--- src/rtl/two_reg_fifo.sv ---
// two_reg_fifo: two-entry register FIFO with show-ahead head word, used as an
// elastic buffer between ring pipeline stages.
module two_reg_fifo #(
    parameter int WIDTH = 8
) (
    input  logic             clk,
    input  logic             rst,
    input  logic             iWrEn,
    input  logic [WIDTH-1:0] iWrDat,
    input  logic             iRdEn,
    output logic             oFul,
    output logic             oEmpty,
    output logic [1:0]       oDatVld,
    output logic [WIDTH-1:0] oRdDat
);
    logic [1:0]       count_q, count_d;
    logic [WIDTH-1:0] head_q, head_d, tail_q, tail_d;
    logic             push, pop;

    always_comb begin
        push    = iWrEn && !oFul;
        pop     = iRdEn && !oEmpty;
        count_d = count_q;
        head_d  = head_q;
        tail_d  = tail_q;
        if (count_q == 2'd0 && push) begin
            head_d  = iWrDat;
            count_d = 2'd1;
        end else if (count_q == 2'd1 && push && pop) begin
            head_d  = iWrDat;
        end else if (count_q == 2'd1 && push) begin
            tail_d  = iWrDat;
            count_d = 2'd2;
        end else if (count_q == 2'd1 && pop) begin
            count_d = 2'd0;
        end else if (count_q == 2'd2 && pop) begin
            head_d  = tail_q;
            count_d = 2'd1;
        end
    end

    always_ff @(posedge clk or posedge rst) begin
        if (rst) begin
            count_q <= '0;
            head_q  <= '0;
            tail_q  <= '0;
        end else begin
            count_q <= count_d;
            head_q  <= head_d;
            tail_q  <= tail_d;
        end
    end

    assign oEmpty  = count_q == 2'd0;
    assign oFul    = count_q == 2'd2;
    assign oDatVld = {count_q == 2'd2, count_q != 2'd0};
    assign oRdDat  = oEmpty ? '0 : head_q;
endmodule

--- config.mk ---
export PLATFORM = sky130hd
export DESIGN_NAME = two_reg_fifo
export DESIGN_NICKNAME = d
export VERILOG_FILES = /design/src/rtl/two_reg_fifo.sv
export SDC_FILE = /design/constraint.sdc
export NUM_CORES = 1
export LEC_CHECK = 0
export ABC_AREA = 0
export BUFFER_PORTS_ARGS = -buffer_cell sky130_fd_sc_hd__buf_2
export CAP_MARGIN = 5
export CORE_AREA = 2 2 46 48
export CTS_BUF_LIST = sky130_fd_sc_hd__clkbuf_2 sky130_fd_sc_hd__clkbuf_4 sky130_fd_sc_hd__clkbuf_8
export DETAILED_ROUTE_END_ITERATION = 6
export DIE_AREA = 0 0 48 50
export PLACE_DENSITY = 0.76
export REMOVE_ABC_BUFFERS = 1
export SLEW_MARGIN = 20
export SYNTH_ARGS = -nofsm -noshare
export SYNTH_HDL_FRONTEND = slang
export SYNTH_SLANG_ARGS = --single-unit
--- constraint.sdc ---
create_clock -name clk -period 1.8 [get_ports clk]
set_clock_uncertainty 0.1 [all_clocks]
set_input_delay 0.09 -clock clk [delete_from_list [all_inputs] [get_ports clk]]
set_output_delay 0.09 -clock clk [all_outputs]
set_load 0.005 [all_outputs]
==> reports/qor.txt <==
Initial Util: 50.3%
CTS max path bufs: 2
Slew Limit Fails: 0
Post-CTS setup buffer count: 0
Worst min path class: input pin to flip-flop
Routed wire length: 1720 µm
Leakage: 0.000613 µW
Synth Cell Area: 957 µm²
Area growth from synthesis to layout: 29.2%
Pwr Density: 1250 nW/µm²
Grt total ovfl: 0
Port bufs: 23
Net count, final: 119
Clk Latency, worst-skew pair: 0.29 ns
Most frequent cells in the layout: buf_2 (23), dfrtp_1 (18), mux2_4 (15)
Fin crit share: 91.0%
CP Data Required Time: 1.88 ns
Core area: 1900 µm²
Die area: 2400 µm²
Reg2reg setup slack: 0.16 ns
Pin count of the biggest net entering global routing: 19
Reg2Reg Launch Point: count_q[1]
DPL Wire Length: 1240 µm
DR iter-0 viols: 2
# DRC: 0
Mean area per synthesized cell: 13.5 µm²
Max-cap violation count: 0
CTS tree: yes
CP Max Fanout: 9
Worst Setup End Kind: flip-flop
Site Rows: 16
Cells after synthesis: 71
# setup viols final: 0
Synth warnings: 0
Worst hold stages: 3
Crit Path Category: flip-flop to flip-flop
Design Power: 1550 µW
Worst Reg-to-Reg Cells: 4
RePlAce Congestion: 0.708
Tightest Pin Transition: 0.659 ns
Post-DR wirelength/cell: 12.9 µm
IO Count: 24
H-tree levels: 1
CTS clk-pin slew, worst paths: 0.10 ns
IR Drop Worst-Case VDD: 0.000627 V
Gr usage total: 17.8%
Crit start category: flip-flop
Hold EP: count_q[1]
Outcome: completed
Antenna cells: 0
Die height: 50 µm
Min cycle time layout: 1.64 ns
Via count: 643
Global-route wire length before repair: 2990 µm
TritonRoute pass-1 iters: 3
Total CTS buffers: 3
RSZ-0062 raised after global routing: false
Final ANT Viol Nets: 0
Clock net sink count: 18
Fin. Hold Viols: 0
Slew margin rel.: 56.0%
Hold Crit Start: iRdEn
Initial antenna violation count: 0
Most common cell after layout, fill and taps aside: buf_2
F_max: 610 MHz
Vias in the first global route: 711
Die width: 48 µm
Seq cells post-synth: 18
Synth cell types: 19
Setup Total Neg Slack: 0 ns
DR vias/cell: 4.83
Fraction of layout cells with a size suffix above 1: 52.8%
Clk root buf: clkbuf_4
CP arrival: 1.72 ns
Worst R2R End: head_q[4]
Sequential area share after synthesis: 47.1%
==> how the worst max path moves through the flow <==
| stage | startpoint | end | cells past startpoint |
|---|---|---|---|
| floorplan | count_q[0] | head_q[1] | 3 |
| global placement | count_q[1] | head_q[1] | 4 |
| detailed placement | count_q[1] | head_q[4] | 4 |
| CTS | count_q[1] | head_q[4] | 4 |
| global route | count_q[1] | head_q[1] | 4 |
| finish | count_q[1] | head_q[4] | 4 |
==> where the power goes <==
group          internal [µW]  total [µW]  switching (µW)
registers                585         684            99.4
logic                    450         617             167
clock network            123         247             124
==> metal layers <==
| metal | share of wire, % | GRT usage (%) |
|---|---|---|
| met1 | 43 | 19.7 |
| met2 | 53 | 30.9 |
| met3 | 3.4 | 3.30 |
| met4 | 1.1 | 8.11 |
| met5 | 0 | 0 |
==> worst max-delay path, stage by stage, from the launching register on <==
cell     delay, ns
dfrtp_1       0.48
and3b_1       0.25
buf_12        0.15
mux2_4        0.30
mux2_4        0.26
==> cell usage after synthesis (all sizes together) <==
cell type,instances,area [µm²]
or2,1,6.26
nor2,3,13.8
o21ai,1,5.00
a21oi,2,10.0
or2b,1,7.51
nand2,1,3.75
nand3b,2,18.8
mux2,24,327
and3b,1,8.76
buf,3,23.8
inv,2,7.51
nor2b,10,62.6
nand2b,2,12.5
dfrtp,18,450
==> stage by stage <==
step | worst slack (ns) | hold WS (ns) | instance area, µm² | utilization, % | std cells
final | 0.161 | 0.0298 | 1240 | 65.0 | 133
after detailed placement | 0.175 | 0.124 | 1110 | 58.4 | 120
after global routing | 0.0937 | 0.0741 | 1240 | 65.0 | 133
after CTS | 0.160 | 0.0224 | 1240 | 65.0 | 133
after floorplan | 0.114 | -0.0714 | 933 | - | 68
after global placement | 0.212 | 0.125 | 1110 | 58.4 | 120
==> cell families (layout without fill, tap and decap cells) <==
kind of cell    count (synthesis)  after routing  synth area share [%]
simple gates                   21             21                  14.0
compound gates                  3              3                  1.57
flops                          18             18                  47.1
buf+inv                         5             40                  3.27
mux                            24             24                  34.1
==> area by class of cell <==
type,count,area [µm²]
multi-input combinational,48,475
tap,27,33.8
timing repair buffer,34,233
fill,150,666
sequential,18,450
inverter,2,7.51
clock buffer,4,36.3
==> timing repair <==
| action | CTS | global route |
|---|---|---|
| endpoints found under the hold margin | 34 | 0 |
| hold buffers | 9 | 0 |
| gates resized for setup | 0 | 0 |
==> sequential cells by signal, summed over array words and instances, names as in the netlist <==
name and flops:
head_q 8, tail_q 8, count_q 2
No activity file was read; power rests on OpenSTA's default activity.
